--- src/rtl/cpu_defs.sv ---
// Shared definitions for the execute-stage multi-cycle HI/LO unit.
//   oper_t          : HI/LO-writing operation codes (OP_NOP marks "anything else")
//   multicyc_req_t  : EX -> unit request {op, reg0, reg1, is_multicyc, hilo}
//   multicyc_resp_t : unit -> EX response {ready, hilo}
//   muldiv_state_t  : control FSM states of multicyc_muldiv
package cpu_defs;

  typedef enum logic [3:0] {
    OP_MULT  = 4'd0,
    OP_MULTU = 4'd1,
    OP_MADD  = 4'd2,
    OP_MADDU = 4'd3,
    OP_MSUB  = 4'd4,
    OP_MSUBU = 4'd5,
    OP_DIV   = 4'd6,
    OP_DIVU  = 4'd7,
    OP_MTHI  = 4'd8,
    OP_MTLO  = 4'd9,
    OP_NOP   = 4'd15
  } oper_t;

  typedef struct packed {
    oper_t       op;
    logic [31:0] reg0;
    logic [31:0] reg1;
    logic        is_multicyc;
    logic [63:0] hilo;
  } multicyc_req_t;

  typedef struct packed {
    logic        ready;
    logic [63:0] hilo;
  } multicyc_resp_t;

  typedef enum logic [1:0] {
    IDLE = 2'd0,
    MUL  = 2'd1,
    DIV  = 2'd2,
    DONE = 2'd3
  } muldiv_state_t;

  // Two's-complement magnitude; unsigned operands pass through untouched.
  function automatic logic [31:0] magnitude(input logic [31:0] x, input logic is_signed);
    return (is_signed && x[31]) ? -x : x;
  endfunction

endpackage

--- src/rtl/multicyc_div.sv ---
// Iterative radix-2 restoring divider, one quotient bit per cycle.
//   clk, rst (async, active-low), start (load operands and begin),
//   is_signed, dividend, divisor (sampled on start).
//   done       : high in the final iteration cycle
//   quotient   : sign-corrected quotient, valid while done
//   remainder  : sign-corrected remainder (dividend's sign), valid while done
module multicyc_div
  import cpu_defs::*;
#(
  parameter int DIV_BITS = 32
) (
  input  logic        clk,
  input  logic        rst,
  input  logic        start,
  input  logic        is_signed,
  input  logic [31:0] dividend,
  input  logic [31:0] divisor,
  output logic        done,
  output logic [31:0] quotient,
  output logic [31:0] remainder
);

  localparam int CNT_W = $clog2(DIV_BITS);

  logic             busy;
  logic [CNT_W-1:0] count_q;
  logic [31:0]      rem_q;
  logic [31:0]      quo_q;
  logic [31:0]      dvs_q;
  logic             neg_quot_q;
  logic             neg_rem_q;

  logic [32:0]      partial;
  logic             fits;
  logic [31:0]      rem_n;
  logic [31:0]      quo_n;

  // quo_q starts as the dividend magnitude; its MSB is shifted into the
  // partial remainder while the new quotient bit enters at the bottom.
  always_comb begin
    partial = {rem_q, quo_q[31]};
    fits    = partial >= {1'b0, dvs_q};
    rem_n   = fits ? 32'(partial - {1'b0, dvs_q}) : partial[31:0];
    quo_n   = {quo_q[30:0], fits};
  end

  // The result is taken straight from the last step so the controller can
  // capture it on the same edge that finishes the iteration.
  always_comb begin
    done      = busy && (count_q == '0);
    quotient  = neg_quot_q ? -quo_n : quo_n;
    remainder = neg_rem_q  ? -rem_n : rem_n;
  end

  always_ff @(posedge clk or negedge rst) begin
    if (!rst) begin
      busy       <= 1'b0;
      count_q    <= '0;
      rem_q      <= '0;
      quo_q      <= '0;
      dvs_q      <= '0;
      neg_quot_q <= 1'b0;
      neg_rem_q  <= 1'b0;
    end else if (start) begin
      busy       <= 1'b1;
      count_q    <= CNT_W'(DIV_BITS - 1);
      rem_q      <= '0;
      quo_q      <= magnitude(dividend, is_signed);
      dvs_q      <= magnitude(divisor, is_signed);
      neg_quot_q <= is_signed && (dividend[31] ^ divisor[31]);
      neg_rem_q  <= is_signed && dividend[31];
    end else if (busy) begin
      rem_q <= rem_n;
      quo_q <= quo_n;
      if (count_q == '0) begin
        busy <= 1'b0;
      end else begin
        count_q <= count_q - 1'b1;
      end
    end
  end

endmodule

--- src/rtl/multicyc_muldiv.sv ---
// Multi-cycle HI/LO unit of the execute stage (responder of multicyc_req/resp).
//   clk, rst (async, active-low)
//   multicyc_req  : operation request from EX, sampled in IDLE
//   flush         : synchronous abort of any in-flight operation
//   multicyc_resp : one-cycle ready pulse with the new {HI,LO}
module multicyc_muldiv
  import cpu_defs::*;
#(
  parameter int MUL_CYCLES = 2,
  parameter int DIV_BITS   = 32
) (
  input  logic           clk,
  input  logic           rst,
  input  multicyc_req_t  multicyc_req,
  input  logic           flush,
  output multicyc_resp_t multicyc_resp
);

  localparam logic [1:0] MUL_LOAD = 2'(MUL_CYCLES - 1);

  muldiv_state_t state_q, state_d;
  logic [1:0]    count_q, count_d;
  logic [63:0]   result_q, result_d;
  logic          accept;
  logic          div_start;

  oper_t         op_q;
  logic [31:0]   a_q;
  logic [31:0]   b_q;
  logic [63:0]   hilo_q;

  logic          mul_signed;
  logic [63:0]   a_ext;
  logic [63:0]   b_ext;
  logic [63:0]   product;
  logic [63:0]   mul_result;

  logic          div_done;
  logic [31:0]   div_quot;
  logic [31:0]   div_rem;

  // A 33x33 signed product truncated to 64 bits equals the 64-bit product of
  // the operands sign- or zero-extended to 64 bits, so no wider multiplier.
  always_comb begin
    mul_signed = (op_q == OP_MULT) || (op_q == OP_MADD) || (op_q == OP_MSUB);
    a_ext      = {{32{mul_signed & a_q[31]}}, a_q};
    b_ext      = {{32{mul_signed & b_q[31]}}, b_q};
    product    = a_ext * b_ext;
    case (op_q)
      OP_MADD, OP_MADDU: mul_result = hilo_q + product;
      OP_MSUB, OP_MSUBU: mul_result = hilo_q - product;
      default:           mul_result = product;
    endcase
  end

  multicyc_div #(
    .DIV_BITS (DIV_BITS)
  ) u_div (
    .clk       (clk),
    .rst       (rst),
    .start     (div_start),
    .is_signed (multicyc_req.op == OP_DIV),
    .dividend  (multicyc_req.reg0),
    .divisor   (multicyc_req.reg1),
    .done      (div_done),
    .quotient  (div_quot),
    .remainder (div_rem)
  );

  // Next-state logic. Flush overrides everything, including an accept in
  // IDLE. The result register is only written when entering DONE, so it
  // keeps showing the last result in every other state.
  always_comb begin
    state_d   = state_q;
    count_d   = count_q;
    result_d  = result_q;
    accept    = 1'b0;
    div_start = 1'b0;
    if (flush) begin
      state_d = IDLE;
    end else begin
      case (state_q)
        IDLE: begin
          if (multicyc_req.is_multicyc) begin
            accept = 1'b1;
            case (multicyc_req.op)
              OP_MTHI: begin
                state_d  = DONE;
                result_d = {multicyc_req.reg0, multicyc_req.hilo[31:0]};
              end
              OP_MTLO: begin
                state_d  = DONE;
                result_d = {multicyc_req.hilo[63:32], multicyc_req.reg0};
              end
              OP_MULT, OP_MULTU, OP_MADD, OP_MADDU, OP_MSUB, OP_MSUBU: begin
                state_d = MUL;
                count_d = MUL_LOAD;
              end
              OP_DIV, OP_DIVU: begin
                if (multicyc_req.reg1 == 32'd0) begin
                  state_d  = DONE;
                  result_d = {multicyc_req.reg0, 32'hFFFF_FFFF};
                end else begin
                  state_d   = DIV;
                  div_start = 1'b1;
                end
              end
              default: begin
                state_d  = DONE;
                result_d = multicyc_req.hilo;
              end
            endcase
          end
        end
        MUL: begin
          if (count_q == 2'd0) begin
            state_d  = DONE;
            result_d = mul_result;
          end else begin
            count_d = count_q - 2'd1;
          end
        end
        DIV: begin
          if (div_done) begin
            state_d  = DONE;
            result_d = {div_rem, div_quot};
          end
        end
        DONE: begin
          state_d = IDLE;
        end
        default: begin
          state_d = IDLE;
        end
      endcase
    end
  end

  always_ff @(posedge clk or negedge rst) begin
    if (!rst) begin
      state_q  <= IDLE;
      count_q  <= 2'd0;
      result_q <= 64'd0;
    end else begin
      state_q  <= state_d;
      count_q  <= count_d;
      result_q <= result_d;
    end
  end

  // Operands are frozen at accept so EX may change the request meanwhile.
  always_ff @(posedge clk or negedge rst) begin
    if (!rst) begin
      op_q   <= OP_MULT;
      a_q    <= 32'd0;
      b_q    <= 32'd0;
      hilo_q <= 64'd0;
    end else if (accept) begin
      op_q   <= multicyc_req.op;
      a_q    <= multicyc_req.reg0;
      b_q    <= multicyc_req.reg1;
      hilo_q <= multicyc_req.hilo;
    end
  end

  // Ready is suppressed combinationally in a flush cycle, even in DONE.
  always_comb begin
    multicyc_resp.ready = (state_q == DONE) && !flush;
    multicyc_resp.hilo  = result_q;
  end

endmodule

--- config.mk ---
export PLATFORM = sky130hd
export DESIGN_NAME = multicyc_muldiv
export DESIGN_NICKNAME = d
export VERILOG_FILES = /design/src/rtl/cpu_defs.sv /design/src/rtl/multicyc_div.sv /design/src/rtl/multicyc_muldiv.sv
export SDC_FILE = /design/constraint.sdc
export NUM_CORES = 2
export LEC_CHECK = 0
export BUFFER_PORTS_ARGS = -buffer_cell sky130_fd_sc_hd__clkbuf_2
export CAP_MARGIN = 20
export CORE_MARGIN = 2
export CORE_UTILIZATION = 30
export DETAILED_ROUTE_END_ITERATION = 12
export PLACE_DENSITY = 0.41
export SYNTH_ARGS = -nofsm -noshare
export SYNTH_HDL_FRONTEND = slang
export SYNTH_SLANG_ARGS = --single-unit
--- constraint.sdc ---
create_clock -name clk -period 15.5 [get_ports clk]
set_input_delay 0.775 -clock clk [delete_from_list [all_inputs] [get_ports clk]]
set_output_delay 0.775 -clock clk [all_outputs]
set_load 0.01 [all_outputs]
## After elaboration in Yosys (flattened, before gate mapping)

Index checks and enable logic that the tools add are counted.

| storage, ports and cells | value |
|---|---|
| flip-flop bits (word level) | 304 |
| input port bits | 136 |
| output and inout bits | 65 |
| logic and storage cells | 122 |

| operators by class | value |
|---|---|
| add/sub/neg operators | 9 |
| multiply operators | 1 |
| $lt $le $gt $ge | 1 |
| equal/unequal tests | 27 |
| muxes and demuxes | 41 |
| bitwise operators | 4 |
| reductions and logical operators | 25 |

Operators by type and width:

| cell | number |
|---|---|
| 32-bit 2-to-1 mux | 9 |
| 64-bit 2-to-1 mux | 4 |
| 64-bit case mux with 4 select lines | 1 |
| 64-bit case mux with 3 select lines | 1 |
| 32-bit negator | 4 |
| 64-bit case mux with 2 select lines | 1 |
| 64-bit adder | 1 |
| 33-bit by 33-bit multiplier with 64-bit output | 1 |
| 64-bit subtractor | 1 |
| 33-bit by 32-bit greater-or-equal comparator with 1-bit output | 1 |
| 32-bit zero test | 1 |
| 32-bit subtractor | 1 |
| 4-bit by 3-bit equality test with 1-bit output (second input constant) | 6 |
| 4-bit by 2-bit equality test with 1-bit output (second input constant) | 4 |
| 5-bit 2-to-1 mux | 3 |
| 2-bit 2-to-1 mux | 7 |
| 1-bit 2-to-1 mux | 12 |
| 2-bit != test (second input constant) | 6 |
| 3-bit != test (second input constant) | 4 |
| 4-bit equality test (second input constant) | 2 |
| 4-bit zero test | 2 |
| 2-bit case mux with 2 select lines | 2 |
| 2-bit case mux with 4 select lines | 1 |
| 7-bit AND reduction | 1 |
| other kinds (21) | 32 |

## Logic depth before layout (Yosys ltp)

| depth | value |
|---|---|
| depth after elaboration | 9 |
| depth in mapped cells | 50 |
| mapped depth without buffers | 47 |

## Modules after synthesis

Synthesis repeated with hierarchy kept, for this count alone.

| unflattened totals | value |
|---|---|
| cells, all modules | 7117 |
| area total of the unflattened synthesis | 62758.9 sq um |

By module, submodules not included:

| module | times used | cells each | area each (sq um) | seq. area each (sq um) |
|---|---|---|---|---|
| multicyc_muldiv | 1 | 5896 | 53068.4 | 5004.8 |
| multicyc_div | 1 | 1221 | 9690.5 | 2602.5 |

## Worst setup path before layout

Ideal clock, no wire load.

| timing path | value |
|---|---|
| path type | flip-flop to flip-flop |
| start | reg op_q[2] |
| end | reg result_q[63] |
| arrival time | 11.177 ns |
| required time | 15.366 ns |
| path slack | 4.189 ns |
| cell stages (with the launch flop) | 45 |
| buffers on the path | 2 |
| clock period less this slack | 11.311 ns |
| path through | dfrtp_1 > a211oi_1 > and2_1 > clkbuf_1 > nand2_1 > inv_1 > fa_1 > fa_1 > fa_1 > inv_1 > fa_1 > fa_1 > fa_1 > fa_1 > fa_1 > inv_1 > ha_1 > a21oi_1 > (+9 left out) > xnor2_1 > ha_1 > clkbuf_1 > a21oi_1 > nor2b_1 > o21ai_0 > nand2b_1 > a21o_1 > a21oi_1 > nor2_1 > a211oi_1 > a2bb2oi_1 > o211ai_1 > a21oi_1 > xnor3_1 > and3_2 > a2111oi_4 > o31ai_2 |

| between the ends | value |
|---|---|
| longest elaborated chain between the ends | 9 |
| elaborated cells between the ends (all ways) | 17 |
| those cells by class | add/sub: 2; mul: 1; eq/ne: 4; mux: 3; bitwise: 2; reduce/logical: 5 |

RTL lines:

| what | RTL line | RTL |
|---|---|---|
| start, declared | multicyc_muldiv.sv:27 | `oper_t op_q;` |
| start signal, assigned | multicyc_muldiv.sv:159 | `op_q <= multicyc_req.op;` |
| 4-bit by 2-bit equality test with 1-bit output or 4-bit zero test (tied branches) | multicyc_muldiv.sv:45, multicyc_muldiv.sv:49 |  |
| 1-bit logical OR (2 in series) | multicyc_muldiv.sv:45 | `mul_signed = (op_q == OP_MULT) \|\| (op_q == OP_MADD) \|\| (op_q == OP_MSUB);` |
| 1-bit AND, on equally long branches | multicyc_muldiv.sv:46, multicyc_muldiv.sv:47 |  |
| 33-bit by 33-bit multiplier with 64-bit output | multicyc_muldiv.sv:48 | `product = a_ext * b_ext;` |
| 64-bit subtractor or 64-bit adder (tied branches) | multicyc_muldiv.sv:51, multicyc_muldiv.sv:50 |  |
| 64-bit case mux with 2 select lines (*) | multicyc_muldiv.sv:49 | `case (op_q)` |
| 64-bit 2-to-1 mux (*) | multicyc_muldiv.sv:116 | `if (count_q == 2'd0) begin` |
| 64-bit case mux with 3 select lines (*) | multicyc_muldiv.sv:82 | `case (state_q)` |
| end signal, assigned | multicyc_muldiv.sv:147 | `result_q <= result_d;` |
| end, declared | multicyc_muldiv.sv:23 | `logic [63:0] result_q, result_d;` |

Mark *: on every way between the ends. The rest lies on a longest branch, timed or not. The select of a mux whose other input is x is not followed.
A chain may end at the register's enable or synchronous reset.

## Final worst setup path

| timing path | value |
|---|---|
| start | reg op_q[3] |
| end | reg result_q[55] |

Same word-level chain as after synthesis.

==> impl_metrics.ini <==
[yosys]
syn_area_mm2 = 0.0620
ys.flop_type = dfrtp_1
synthesis.nets = 8892
synth-async-reset-ratio_pct = 100
synth_cell_types = 102
synth_cells = 7309
syn_area_per_cell_um2 = 8.48
synth_edf_count = 0
seq_area_frac_synth_pct = 12.3
yosys_warnings = 0
ys_seq_elements = 304

[timing]
skew_ns = 0.0289
drv_slew = 0
post-route-period-util_pct = 92.0
fin_crit_ns = 14.26
finalHoldViolCount = 0
worst_pin_slew_ns = 1.09
holdWs_ns = 0.182
fin_ws_ns = 1.24
fmax_ghz = 0.0701
setup_tns_ns = 0
rsz0062_at_grt = no
setup_viol = 0
relSlewSlack_pct = 26.5

[critical_path]
critPathTopFamily = adder cells
cp_slowest_cell = and2_1
ff2ff_setup_slack_ns = 1.24
worst_setup_path_end_kind = register
cp_common_cell = fa_1
worst_r2r_path_depth = 38
crit_arrival_ns = 14.73
r2r-start = op_q[3]$_DFFE_PN0P_
crit_path_start_kind = register
critPathRequiredTime_ns = 15.96
r2r_end = result_q[55]$_DFFE_PN0P_
cp_max_fo = 23
max_stage_delay_ns = 0.89
cp_num_buf_inv = 4
worstSetupPathType = reg2reg

[clock_tree]
postCtsSetupRepairBufs = 0
cts_tree = built
htree_levels = 2
clock_path_buffers = 3
cts_resized = 0
cts.reportedPaths.clkPinSlew_ns = 0.06
numCtsBuffers = 43
insertion_delay_ns = 0.62
cts-root-buf = clkbuf_16
hold_buffers = 0
cts.sinks = 304

[global_routing]
grt_pass1_vias = 53011
grt_overflow = 0
antenna_found_initial = 18
grt.total_usage_pct = 22.7
grt_pass1_wl_um = 359000
grt_max_degree = 113

[placement]
preCtsSetupSlack_ns = 1.25
place_hpwl_um = 193000
io_buffers = 200
placed_area_mm2 = 0.0657
gp_congestion = 0.901

[floorplan]
dieArea_mm2 = 0.210
die_width_um = 458
rows = 166
io_pins = 201
coreArea_mm2 = 0.205
start_util_pct = 30.2
die_y_um = 458

[drt]
ant_nets = 0
drtPass1Iterations = 5
vias = 50035
drt_iter0_drc = 3669
viasPerCell = 5.02
wire_per_inst_um = 23.7
drc = 0
routed_wl_um = 236000

[layout]
nNetsFinal = 8830
num_antenna_cells = 0
drive_gt1_share_pct = 6.28
final_area_mm2 = 0.0671
area_delta_synth_final_pct = 8.22
final.fill_count = 21709

[run_status]
outcome = finished clean

[min_path]
hp-class = in2async

[job]
maxCapViolCount = 0
-- how the worst max path moves through the flow --
stage                              from                       end  slack (ns)  cells after the start
finish              op_q[3]$_DFFE_PN0P_  result_q[55]$_DFFE_PN0P_        1.24                     38
global placement    op_q[3]$_DFFE_PN0P_  result_q[55]$_DFFE_PN0P_        1.27                     39
detailed placement  op_q[3]$_DFFE_PN0P_  result_q[55]$_DFFE_PN0P_        1.25                     39
global route        op_q[3]$_DFFE_PN0P_  result_q[55]$_DFFE_PN0P_        0.64                     38
floorplan           op_q[2]$_DFFE_PN0P_  result_q[63]$_DFFE_PN0P_        4.19                     44
CTS                 op_q[3]$_DFFE_PN0P_  result_q[55]$_DFFE_PN0P_        1.22                     39
-- state kept, by name (all words and copies together), names as in the netlist --
signal            flops
hilo_q               64
u_div.dvs_q          32
u_div.busy            1
result_q             64
state_q               2
u_div.neg_quot_q      1
a_q                  32
u_div.quo_q          32
count_q               2
op_q                  4
u_div.neg_rem_q       1
u_div.count_q         5
u_div.rem_q          32
b_q                  32
-- final cells by class --
| type | count | area, µm² | share of cell area, % |
|---|---|---|---|
| well taps | 2688 | 3360 | 5.02 |
| repair buffers | 306 | 1830 | 2.74 |
| flip-flops and latches | 304 | 7620 | 11.4 |
| inverters | 1176 | 4410 | 6.58 |
| clock inverters | 14 | 148 | 0.220 |
| multi-input cells | 5416 | 48400 | 72.2 |
| clock buffers | 61 | 1250 | 1.87 |
-- layer usage --
layer	part of all wire, %	global-route usage (%)	vias to the layer above	routed length [µm]
met5	0.0059	0	-	14
met4	2.5	5.11	2	5950
met3	4.4	2.03	180	10300
met2	45	35.7	1235	106000
met1	48	33.8	25917	114000
li1	-	-	22701	-
-- cells in the final DEF, fill, tap and decap left out, types with 26 or more instances in the layout --
cell type	synthesis	layout
o21ai_0	279	279
nor2b_1	40	39
xor2_1	121	121
buf_4	1	104
a21o_1	85	85
dfrtp_1	304	295
mux2i_1	92	92
nand3_1	43	43
nand4_1	28	28
a22o_1	26	26
clkbuf_16	0	44
o31ai_1	48	48
or3_1	30	30
o21ai_1	28	28
ha_1	320	318
or2_2	30	30
a211oi_1	68	67
nand2b_1	27	26
inv_1	1175	1174
clkbuf_2	2	199
o21bai_1	27	27
a221oi_1	28	28
nand2_1	1537	1535
o211ai_1	32	32
a21oi_1	268	267
o21a_1	26	26
and3_1	49	49
a31oi_1	42	42
fa_1	1127	1127
nor3_1	58	58
nor2_1	236	234
and2_1	301	300
xnor2_1	209	209
-- per-stage QoR --
step / util, % / std cells
4_1_cts: 32.7 / 9965
2_1_floorplan: - / 7309
3_3_place_gp: 32.0 / 9888
5_1_grt: 32.7 / 9965
6_report: 32.7 / 9965
3_5_place_dp: 32.0 / 9890
-- cells in the mapped netlist (30+ instances only) --
library cell | instances | area (µm²)
a21oi_1 | 268 | 1340
o31ai_1 | 48 | 360
or2_2 | 30 | 188
inv_1 | 1175 | 4410
and3_1 | 49 | 307
a21o_1 | 85 | 638
o21ai_0 | 279 | 1400
xnor2_1 | 209 | 1830
mux2i_1 | 92 | 921
xor2_1 | 121 | 1060
a31oi_1 | 42 | 263
dfrtp_1 | 304 | 7610
and2_1 | 301 | 1880
nand2_1 | 1537 | 5770
a211oi_1 | 68 | 510
nor3_1 | 58 | 290
clkbuf_1 | 383 | 1440
ha_1 | 320 | 4000
fa_1 | 1127 | 22600
or3_1 | 30 | 188
o211ai_1 | 32 | 240
nor2b_1 | 40 | 250
nor2_1 | 236 | 886
nand3_1 | 43 | 215
-- cells by family (layout without fill, tap and decap cells) --
group / Yosys count / count (layout) / share of synthesized area, %
muxes: 96 / 96 / 1.56
xor gates and xnor gates: 331 / 331 / 4.70
adders and majority gates: 1447 / 1447 / 42.9
and+or+nand+nor: 2467 / 2467 / 17.8
AOI/OAI and AO/OA: 1075 / 1075 / 11.1
DFF: 304 / 304 / 12.3
buffers and inverters: 1589 / 1557 / 9.68
Power is left out: the tool's default activity adds up to more than one toggle a clock period on the data nets, which glitch-free logic cannot reach.
